<file path="config.mk">
export PLATFORM = sky130hd
export DESIGN_NAME = condlogic_pipe
export DESIGN_NICKNAME = d
export VERILOG_FILES = /design/src/rtl/condlogic_pipe.sv
export SDC_FILE = /design/constraint.sdc
export NUM_CORES = 1
export LEC_CHECK = 0
export BUFFER_PORTS_ARGS = -buffer_cell sky130_fd_sc_hd__buf_2
export CORE_AREA = 5 5 42 44
export DETAILED_ROUTE_END_ITERATION = 10
export DIE_AREA = 0 0 47 49
export PLACE_DENSITY = 0.72
export SLEW_MARGIN = 20
export SYNTH_ARGS = -nofsm -noshare
export SYNTH_HDL_FRONTEND = slang
export SYNTH_SLANG_ARGS = --single-unit
export TNS_END_PERCENT = 100
</file>
<file path="constraint.sdc">
create_clock -name clk -period 4.49 [get_ports clk]
set_clock_uncertainty 0.1 [all_clocks]
set_input_delay 0.2245 -clock clk [delete_from_list [all_inputs] [get_ports clk]]
set_output_delay 0.2245 -clock clk [all_outputs]
set_load 0.01 [all_outputs]
</file>
<file path="src/rtl/condlogic_pipe.sv">
// rtl/condlogic_pipe.sv - ARM condition check, flag register and delayed write-enable pipeline
//
// Purpose:
//   Evaluates the ARM condition field against the architectural {N,Z,C,V}
//   flags, conditionally updates those flags from the ALU, and carries the
//   condition result through a DELAY-deep pipeline so the register, memory
//   and PC write enables are qualified in the stage where the write happens.
//
// Ports:
//   clk, reset        clock and synchronous active-high reset
//   Cond[3:0]         condition field of the current instruction
//   ALUFlags[3:0]     {N,Z,C,V} from the ALU this cycle
//   FlagW[1:0]        bit1 writes N,Z; bit0 writes C,V
//   PCS, NextPC       conditional / unconditional PC write requests
//   RegW, MemW        register-file and memory write requests
//   Stall, Flush      hold all state / discard in-flight condition results
//   PCWrite, RegWrite, MemWrite   qualified write enables
//   CondEx            undelayed condition result
//   Flags[3:0]        architectural {N,Z,C,V}
//   SaveFlags, RestoreFlags, ShadowFlags[3:0]  only with CONDLOGIC_SHADOW_EN
//
// Configuration:
//   CONDLOGIC_SHADOW_EN  adds a 4-bit shadow copy of the flags with
//                        save / restore / swap control.

module condlogic_pipe #(
  parameter int unsigned DELAY      = 1,
  parameter logic [3:0]  FLAG_RESET = 4'b0000
) (
  input  logic       clk,
  input  logic       reset,
  input  logic [3:0] Cond,
  input  logic [3:0] ALUFlags,
  input  logic [1:0] FlagW,
  input  logic       PCS,
  input  logic       NextPC,
  input  logic       RegW,
  input  logic       MemW,
  input  logic       Stall,
  input  logic       Flush,
`ifdef CONDLOGIC_SHADOW_EN
  input  logic       SaveFlags,
  input  logic       RestoreFlags,
  output logic [3:0] ShadowFlags,
`endif
  output logic       PCWrite,
  output logic       RegWrite,
  output logic       MemWrite,
  output logic       CondEx,
  output logic [3:0] Flags
);

  logic [3:0]       flags_q, flags_d;
  logic [DELAY-1:0] stage_q, stage_d;
  logic [DELAY:0]   shift_in;
  logic             n_flag, z_flag, c_flag, v_flag;
  logic             flag_wr_ok;
  logic             cond_ex_delayed;

  assign {n_flag, z_flag, c_flag, v_flag} = flags_q;

  // Condition evaluation always uses the registered flags, so an instruction
  // that writes flags sees the values from before its own write.
  always_comb begin
    CondEx = 1'b1;
    case (Cond)
      4'b0000: CondEx = z_flag;
      4'b0001: CondEx = ~z_flag;
      4'b0010: CondEx = c_flag;
      4'b0011: CondEx = ~c_flag;
      4'b0100: CondEx = n_flag;
      4'b0101: CondEx = ~n_flag;
      4'b0110: CondEx = v_flag;
      4'b0111: CondEx = ~v_flag;
      4'b1000: CondEx = c_flag & ~z_flag;
      4'b1001: CondEx = ~c_flag | z_flag;
      4'b1010: CondEx = (n_flag == v_flag);
      4'b1011: CondEx = (n_flag != v_flag);
      4'b1100: CondEx = ~z_flag & (n_flag == v_flag);
      4'b1101: CondEx = z_flag | (n_flag != v_flag);
      default: CondEx = 1'b1;
    endcase
  end

`ifdef CONDLOGIC_SHADOW_EN
  logic [3:0] shadow_q, shadow_d;

  // Save and restore act regardless of Stall/Flush; asserting both swaps,
  // since each side loads the other's pre-edge value.
  always_comb begin
    shadow_d = shadow_q;
    if (SaveFlags) shadow_d = flags_q;
  end

  always_ff @(posedge clk) begin
    if (reset) shadow_q <= FLAG_RESET;
    else       shadow_q <= shadow_d;
  end

  assign ShadowFlags = shadow_q;
`endif

  always_comb begin
    flag_wr_ok = CondEx & ~Stall & ~Flush;
    flags_d    = flags_q;
    if (FlagW[1] & flag_wr_ok) flags_d[3:2] = ALUFlags[3:2];
    if (FlagW[0] & flag_wr_ok) flags_d[1:0] = ALUFlags[1:0];
`ifdef CONDLOGIC_SHADOW_EN
    if (RestoreFlags) flags_d = shadow_q;
`endif
  end

  // Stage 0 takes the fresh CondEx, older values move toward stage DELAY-1.
  // The extra bit keeps the slice constant and legal for DELAY == 1.
  assign shift_in = {stage_q, CondEx};

  always_comb begin
    stage_d = stage_q;
    if (Flush)       stage_d = '0;
    else if (!Stall) stage_d = shift_in[DELAY-1:0];
  end

  always_ff @(posedge clk) begin
    if (reset) begin
      flags_q <= FLAG_RESET;
      stage_q <= '0;
    end else begin
      flags_q <= flags_d;
      stage_q <= stage_d;
    end
  end

  assign cond_ex_delayed = stage_q[DELAY-1];
  assign RegWrite        = RegW & cond_ex_delayed;
  assign MemWrite        = MemW & cond_ex_delayed;
  assign PCWrite         = (PCS & cond_ex_delayed) | NextPC;
  assign Flags           = flags_q;

endmodule

</file>
==> results.yml, run 1 <==
run_status:
  status: "completed"
timing:
  finalHoldViolCount: 0
  rsz0062_at_grt: "no"
  finalCritPeriodShare_pct: 45.7
  setup_ws_ps: 2440
  fin_crit_ps: 2050
  finalSetupViolCount: 0
  fin_tns_setup_ps: 0
  hold-worst-slack_ps: 61.0
  worst_pin_slew_ps: 325
  relSlewSlack_pct: 78.0
  slew_viol_final: 0
  timing.fmax_mhz: 487
placement:
  dpl_worst_slack_ps: 2660
  dp_hpwl_um: 919
  gp_congestion: 0.749
  place_area_um2: 593
  io_buffer_count: 25
floorplan:
  die_x_um: 47
  std_cell_rows: 14
  die_area_um2: 2300
  initial_core_util_pct: 33.1
  io_pins: 26
  core_um2: 1400
  fp.dieH_um: 49
layout:
  fillers: 151
  fin_util_pct: 44.2
  nets: 97
  drive_above_1_share_pct: 43.6
  syn_to_final_growth_pct: 33.4
  finalInstanceArea_um2: 619
  diodes: 0
  multiInputGateArea_um2: 344
  regArea_um2: 100
setup_path:
  cp_max_fo: 6
  critPathRequiredTime_ps: 4170
  cp-end-kind: "primary output"
  critPathLaunchType: "flip-flop"
  arrival_ps: 1730
  path_class: "flip-flop to primary output"
cts:
  postCtsHoldBufs: 0
  clk_path_buf_depth: 2
  ctsResizeCount: 0
  clk_latency_ps: 240
  clkTransAtPathRegs_ps: 40
  cts_made_buffers: 3
  post_cts_buffers: 0
  clock-sinks: 5
  htreeDepth: 1
  root_buffer: "clkbuf_4"
  cts_tree: "done"
synthesis:
  synth_async_sr_flop_share_pct: 0
  syn_area_um2: 464
  ys.flop_type: "dfxtp_1"
  synth_area_per_cell_um2: 9.10
  synth_edf_count: 0
  ys_seq_area_share_pct: 21.6
  yosys.area.top_type: "dfxtp_1"
  synth_nets: 69
  synth_cell_types: 29
  synthTopCellsByArea: "dfxtp_1 (22%), mux2i_1 (13%), nand2b_1 (11%), xor2_1 (5.7%), nand3_2 (4.3%)"
  syn_inst: 51
  synth_seq_cells: 5
  synth_top_area_share_pct: 21.6
  yosys_warnings: 0
job:
  maxCapViolCount: 0
power_and_ir_drop:
  power_leakage_uw: 0.000311
  peakVddDrop_mv: 0.142
  power_density_nw_per_um2: 216
global_routing:
  gr-usage-all-layers_pct: 10.8
  antenna_found_initial: 0
  grt_overflow: 0
  grt_max_degree: 12
  grt_pass1_wl_mm: 1.80
  grt_pass1_vias: 434
route:
  drc_errors: 0
  drt_iter0_markers: 2
  vias_per_cell: 5.17
  totalWireLength_mm: 1.13
  wl_per_cell_um: 12.0
  drt-pass1-iter-count: 4
  ant_nets: 0
  via_count: 486
hold_path:
  hp-class: "primary input to flip-flop"
-- power by group --
group	leakage [uW]	switching (uW)	internal, uW
sequential	0.0000405	1.72	45.9
clock	0.0000150	18.5	33.6
combinational	0.000256	16.8	17.1
total	0.000311	37.0	96.6
-- cells by family after synthesis --
kind of cell / count (synthesis) / synth area share (%)
simple gates: 26 / 39.6
compound gates: 8 / 15.9
mux: 6 / 12.9
flops: 5 / 21.6
xor+xnor: 3 / 5.66
buf+inv: 3 / 4.31
-- layout by cell type, fill, tap and decap left out --
master and count:
a21o_1 1, a21oi_1 1, a31oi_1 1, and2_1 3, and3_2 1, and4bb_2 1, buf_2 25, clkbuf_1 1
clkbuf_4 3, dfxtp_1 5, inv_1 1, mux2i_1 6, nand2_1 2, nand2b_1 8, nand3_1 1, nand3_2 2
nand3b_1 1, nand4b_1 1, nand4bb_1 1, nor2_1 1, nor3_1 1, nor4b_1 1, o2111ai_2 1, o21ai_1 1
o221ai_1 1, o311ai_2 1, o32a_1 1, or2b_1 1, or4b_1 1, xor2_1 3
-- cells in the mapped netlist (all sizes together), types with 2 or more instances --
| master | n |
|---|---|
| dfxtp | 5 |
| and2 | 3 |
| nand2b | 8 |
| nand2 | 2 |
| nand3 | 3 |
| mux2i | 6 |
| xor2 | 3 |
-- sequential cells by signal, indices dropped and copies added (netlist names) --
signal	cells
Flags	4
cond_ex_delayed	1
-- path summary, 6_finish.rpt --
| check | start | endpoint | slack [ps] | cells past startpoint |
|---|---|---|---|---|
| setup reg to reg | Flags[3]$_SDFFE_PP0P_ | Flags[2]$_SDFFE_PP0P_ | 2690 | 6 |
| setup / recovery | Flags[3]$_SDFFE_PP0P_ | CondEx | 2440 | 5 |
| hold / removal | Flush | cond_ex_delayed$_SDFFE_PP0N_ | 60 | 2 |
| hold reg to reg | Flags[0]$_SDFFE_PP0P_ | Flags[0]$_SDFFE_PP0P_ | 450 | 2 |
-- worst max-delay path: stages, from the launching register on --
cell	delay, ps
dfxtp_1	360
xor2_1	190
and3_2	220
o311ai_2	280
o2111ai_2	240
buf_2	200
-- metal layers --
metal	part of all wire [%]	vias to the layer above	GRT usage, %
met2	51	15	16.3
met5	0	-	0
li1	-	242	-
met1	41	227	12.7
met4	1.9	0	8.29
met3	6.0	2	1.85
-- through the flow --
stage / std cells / total power, uW
4_1_cts: 94 / 137
2_1_floorplan: 51 / 68.7
3_3_place_gp: 90 / 82.0
6_report: 94 / 134
5_1_grt: 94 / 143
3_5_place_dp: 90 / 82.4
-- layout make-up --
| cell class | count | share of cell area (%) |
|---|---|---|
| Sequential cell | 5 | 16.2 |
| Timing Repair Buffer | 25 | 20.2 |
| Inverter | 1 | 0.606 |
| Tap cell | 16 | 3.23 |
| Multi-Input combinational cell | 43 | 55.6 |
| Clock buffer | 4 | 4.24 |
Power figures use the tool's default switching activity.
==> inputs of run 2 (changes only) <==
ABC_AREA = 1   (was default)
CORE_AREA = 5 5 43 45   (was 5 5 42 44)
DIE_AREA = 0 0 48 50   (was 0 0 47 49)
PLACE_DENSITY = 0.75   (was 0.72)
clock period = 1.7 ns   (was 4.49 ns; I/O delays follow)
==> run 2 against run 1 <==
Compared with the run above: critical endpoint unchanged; synthesized cell count increased by 65%; sequential share of layout area decreased by 2.1 points; largest cell class unchanged; worst setup slack got worse by 2300 ps; count of clock-buffer cells in the layout unchanged; critical path depth increased by 3; cell count increased by 44%.
==> results.yml, run 2 <==
setup_path:
  arrival_ps: 1380
  reg2reg_to: "Flags[0]$_SDFFE_PP0P_"
  cp-end-kind: "primary output"
  path_class: "flip-flop to primary output"
  cp_max_fo: 5
  r2r_slack_ps: 240
  critPathRequiredTime_ps: 1510
  reg2reg_depth: 9
  r2r_start: "Flags[0]$_SDFFE_PP0P_"
  critPathLaunchType: "flip-flop"
job:
  maxCapViolCount: 0
global_routing:
  antenna_found_initial: 0
  grt_overflow: 0
  grt_pass1_wl_mm: 2.17
  gr-usage-all-layers_pct: 12.4
  grt_max_degree: 8
  grt_pass1_vias: 544
synthesis:
  synthTopCellsByArea: "nand2_1 (22%), dfxtp_1 (20%), nor2_2 (10%), inv_1 (9.1%), nand4_4 (8.6%)"
  syn_area_um2: 497
  ys_seq_area_share_pct: 20.2
  synth_edf_count: 0
  synth_area_per_cell_um2: 5.91
  yosysMostFrequentCell: "nand2_1"
  synth_nets: 102
  synth_top_area_share_pct: 21.9
  ys.flop_type: "dfxtp_1"
  synth_async_sr_flop_share_pct: 0
  synthTopCellsByCount: "nand2_1 (29), inv_1 (12), nor2_1 (9), nor2_2 (8), nand3_1 (7)"
  syn_inst: 84
  yosys_warnings: 0
  synth_seq_cells: 5
  synth_cell_types: 15
  yosys.area.top_type: "nand2_1"
power_and_ir_drop:
  peakVddDrop_mv: 0.439
  power_density_nw_per_um2: 548
  p_total_uw: 400
  power_leakage_uw: 0.000414
timing:
  finalHoldViolCount: 0
  rsz0062_at_grt: "no"
  finalSetupViolCount: 0
  finalCritPeriodShare_pct: 92.2
  fin_crit_ps: 1570
  timing.fmax_mhz: 638
  relSlewSlack_pct: 87.9
  slew_viol_final: 0
  worst_pin_slew_ps: 181
  fin_tns_setup_ps: 0
layout:
  syn_to_final_growth_pct: 47.1
  mostFrequentLayoutCell: "nand2_1"
  drive_above_1_share_pct: 38.7
  nets: 138
  diodes: 0
  largest_reg_flops: 4
  fillers: 149
  layout_common_cells: "nand2_1 (29), buf_2 (25), inv_1 (12)"
route:
  dr_wl_met3_um: 138
  drt_iter0_markers: 25
  routed.top_layer: "met4"
  vias_per_cell: 4.70
  drt-pass1-iter-count: 4
  wl_met1_um: 500
  drc_errors: 0
  totalWireLength_mm: 1.36
  wl_per_cell_um: 10.0
  ant_nets: 0
  wl_met2_um: 694
  via_count: 635
hold_path:
  min_path_cells: 3
  hp-class: "primary input to flip-flop"
  hold_path_end: "cond_ex_delayed$_SDFFE_PP0N_"
  worstHoldStart: "Stall"
floorplan:
  die_x_um: 48
  io_pins: 26
  std_cell_rows: 14
  die_area_um2: 2400
  core_um2: 1440
  initial_core_util_pct: 34.6
  fp.dieH_um: 50
placement:
  io_buffer_count: 25
  gp_congestion: 0.844
  dp_hpwl_mm: 1.09
cts:
  clk_latency_ps: 240
  cts_tree: "done"
  clk_path_buf_depth: 2
  clkTransAtPathRegs_ps: 50
  cts_made_buffers: 3
  root_buffer: "clkbuf_4"
  htreeDepth: 1
  clock-sinks: 5
run_status:
  status: "completed"
==> run 2: cell types whose count changed after synthesis, sizes merged, moves of 2 or more <==
cell,delta
and2,-3
nand2,+30
a21oi,+3
xor2,-3
nand3,+5
inv,+12
nor2,+16
mux2i,-6
nand2b,-8
nand4,+2
==> run 2: cell type report <==
type                    count  area [um^2]  area share [%]
multi-input cells          65          344            47.1
repair buffers             31          185            25.3
flip-flops and latches      5          103            14.0
inverters                  14         52.6            7.19
clock buffers               4         26.3            3.60
well taps                  16         20.0            2.74
==> run 2: what timing repair did <==
action                                 4_1_cts  5_1_grt
endpoints found under the hold margin        5        0
hold buffers                                 6        0
setup buffers                                0        0
gates resized for setup                      0        2
setup endpoints to repair                    0        2
==> run 2: power breakdown <==
group | leakage, uW | internal (uW) | switching, uW
combinational | 0.000358 | 58.0 | 74.8
clock | 0.0000150 | 88.8 | 49.3
sequential | 0.0000416 | 124 | 5.75
==> run 2: metrics by stage <==
stage               instance area [um^2]  hold slack, ps  std cells  setup WS [ps]  utilization (%)
global route                         731            17.9        135           21.6             50.9
detailed placement                   642             164        125            193             44.7
CTS                                  728            12.5        135           68.4             50.7
global placement                     642             160        125            238             44.7
floorplan                            497            49.6         84            261                -
finish                               731            18.6        135            132             50.9
==> run 2: how the worst max path moves through the flow <==
stage | start | slack, ps | to
final | Flags[0]$_SDFFE_PP0P_ | 130 | CondEx
after detailed placement | Flags[0]$_SDFFE_PP0P_ | 190 | Flags[1]$_SDFFE_PP0P_
after global placement | Flags[0]$_SDFFE_PP0P_ | 240 | Flags[1]$_SDFFE_PP0P_
after CTS | Flags[0]$_SDFFE_PP0P_ | 70 | CondEx
after floorplan | Flags[0]$_SDFFE_PP0P_ | 260 | Flags[0]$_SDFFE_PP0P_
after global routing | Flags[0]$_SDFFE_PP0P_ | 20 | CondEx
==> run 2: critical path, stage by stage, from the launching register on <==
cell     delay [ps]
dfxtp_2         360
inv_1            80
nand2_1         110
nand3_2          90
nand2_1          80
nand2_2          50
nor2_2          120
nand2_4          90
buf_2           150
==> run 2: layer usage <==
layer | vias up | global-route usage [%]
met5 | - | 0
li1 | 329 | -
met3 | 4 | 3.27
met1 | 273 | 14.5
met2 | 29 | 20.7
met4 | 0 | 4.04
==> run 2: kinds of logic (layout without fill, tap and decap cells) <==
kind of cell | Yosys count | count (layout) | synth area share [%]
AO/OA/AOI/OAI | 6 | 6 | 8.06
AND/OR/NAND/NOR | 59 | 59 | 61.2
flip-flops | 5 | 5 | 20.2
buffers and inverters | 14 | 49 | 10.6
==> inputs of run 3 (changes only) <==
PLACE_DENSITY = 0.79   (was 0.75)
==> run 3 against run 2 <==
Compared with the run above: the flow now finishes with violations (negative hold slack); non-clock buffer count fell by 1; via count fell by 3.5%; wire length shrank 2.0%; critical path depth stayed put; maximum frequency is 1.3% lower; die area did not move; worst setup slack got worse by 20 ps; hold slack lost 20 ps; register-to-register slack worse by 20 ps.
==> results.yml, run 3 (synthesized netlist as in run 2, its figures left out) <==
run_status:
  status: "finished, violations left"
  violations: "negative hold slack"
layout:
  drive_above_1_share_pct: 39.0
  nets: 137
  fillers: 145
  syn_to_final_growth_pct: 45.1
  mostFrequentLayoutCell: "nand2_1"
  multiInputGateArea_um2: 344
  largest_reg_flops: 4
  diodes: 0
  regArea_um2: 103
  layout_common_cells: "nand2_1 (29), buf_2 (25), inv_1 (12)"
setup_path:
  cp_num_buf_inv: 2
  cp_max_fo: 4
  critPathLaunchType: "flip-flop"
  crit_family: "simple AND/OR/NAND/NOR gates"
  critPathMaxStageDelay_ps: 410
  r2r_slack_ps: 220
  reg2reg_depth: 11
  arrival_ps: 1400
  critPathMostFrequentCell: "nand3_1"
  critPathSlowestCell: "dfxtp_1"
  r2r_start: "Flags[2]$_SDFFE_PP0P_"
  critPathRequiredTime_ps: 1510
  reg2reg_to: "Flags[3]$_SDFFE_PP0P_"
  path_class: "flip-flop to primary output"
  worstPathCellList: "inv_1, nand2_2, nand3_1, nand3_1, nand2_1, nor2_2, nand2_4, buf_2"
  cp-end-kind: "primary output"
placement:
  dpl_worst_slack_ps: 211
  io_buffer_count: 25
  dp_hpwl_mm: 1.17
  gp_congestion: 0.810
route:
  wl_per_cell_um: 9.92
  drc_errors: 0
  via_count: 613
  vias_per_cell: 4.57
  drt-pass1-iter-count: 4
  ant_nets: 0
  drt_iter0_markers: 12
  totalWireLength_mm: 1.33
floorplan:
  io_pins: 26
  fp.dieH_um: 50
  std_cell_rows: 14
  die_area_um2: 2400
  core_um2: 1440
  initial_core_util_pct: 34.6
  die_x_um: 48
cts:
  clkTransAtPathRegs_ps: 50
  clk_path_buf_depth: 2
  clk_latency_ps: 230
  cts_made_buffers: 3
  root_buffer: "clkbuf_4"
  post_cts_buffers: 0
  cts_tree: "done"
  htreeDepth: 1
  clock-sinks: 5
timing:
  hold-worst-slack_ps: -1.80
  timing.fmax_mhz: 630
  finalHoldViolCount: 1
  relSlewSlack_pct: 86.9
  finalSetupViolCount: 0
  worst_pin_slew_ps: 196
  fin_crit_ps: 1590
  finalCritPeriodShare_pct: 93.4
  fin_tns_setup_ps: 0
  setup_ws_ps: 112
  slew_viol_final: 0
  rsz0062_at_grt: "no"
hold_path:
  hold_path_end: "Flags[3]$_SDFFE_PP0P_"
  worstHoldStart: "ALUFlags[3]"
  hp-class: "primary input to flip-flop"
  min_path_cells: 3
job:
  maxCapViolCount: 0
power_and_ir_drop:
  power_leakage_uw: 0.000410
  peakVddDrop_mv: 0.451
  power_density_nw_per_um2: 549
global_routing:
  antenna_found_initial: 0
  grt_pass1_wl_mm: 2.17
  grt_pass1_vias: 559
  grt_max_degree: 8
  gr-usage-all-layers_pct: 12.2
  grt_overflow: 0
## run 3: power breakdown
| part | internal [uW] | switching, uW | total (uW) |
|---|---|---|---|
| logic | 56.5 | 74.9 | 131 |
| clock network | 88.6 | 46.7 | 135 |
| registers | 124 | 5.69 | 129 |
| total | 269 | 127 | 396 |
## run 3: worst max path at each step
stage	startpoint	to	slack, ps	cells after the start
finish	Flags[2]$_SDFFE_PP0P_	CondEx	110	8
global route	Flags[2]$_SDFFE_PP0P_	CondEx	20	8
CTS	Flags[0]$_SDFFE_PP0P_	CondEx	100	8
detailed placement	Flags[0]$_SDFFE_PP0P_	Flags[3]$_SDFFE_PP0P_	210	9
global placement	Flags[0]$_SDFFE_PP0P_	Flags[0]$_SDFFE_PP0P_	250	9
floorplan	Flags[0]$_SDFFE_PP0P_	Flags[0]$_SDFFE_PP0P_	260	9
## run 3: tightest hold or removal path, stage by stage
cell and delay (ps):
buf_2 80, nor2_1 40, nor2_2 90
## run 3: repair_timing
item                                    CTS  global route
endpoints found under the setup margin    0             1
gates resized for setup                   0             2
hold buffers                              5             0
hold endpoints to repair                  4             0
## run 3: layout make-up
cell class | instances | area share (%)
repair buffers | 30 | 24.3
well taps | 16 | 2.78
multi-input cells | 65 | 47.7
inverters | 14 | 7.29
clock buffers | 4 | 3.65
flip-flops and latches | 5 | 14.2
## run 3: layer usage
metal	global-route usage (%)	wire length [um]	share of wire [%]	vias to the layer above
met2	22.7	766	58	19
met4	3.59	5	0.38	0
met1	13.5	473	36	266
met5	0	0	0	-
met3	1.09	84	6.3	2
li1	-	-	-	326
## run 3: per-stage QoR
step           area [um^2]  hold slack, ps  instances  power [uW]  util (%)
2_1_floorplan          497            49.6         84         205         -
3_3_place_gp           642             161        125         250      44.7
3_5_place_dp           642             167        125         255      44.7
4_1_cts                718            5.07        134         402      50.0
5_1_grt                721            1.46        134         431      50.2
6_report               721           -1.80        134         396      50.2
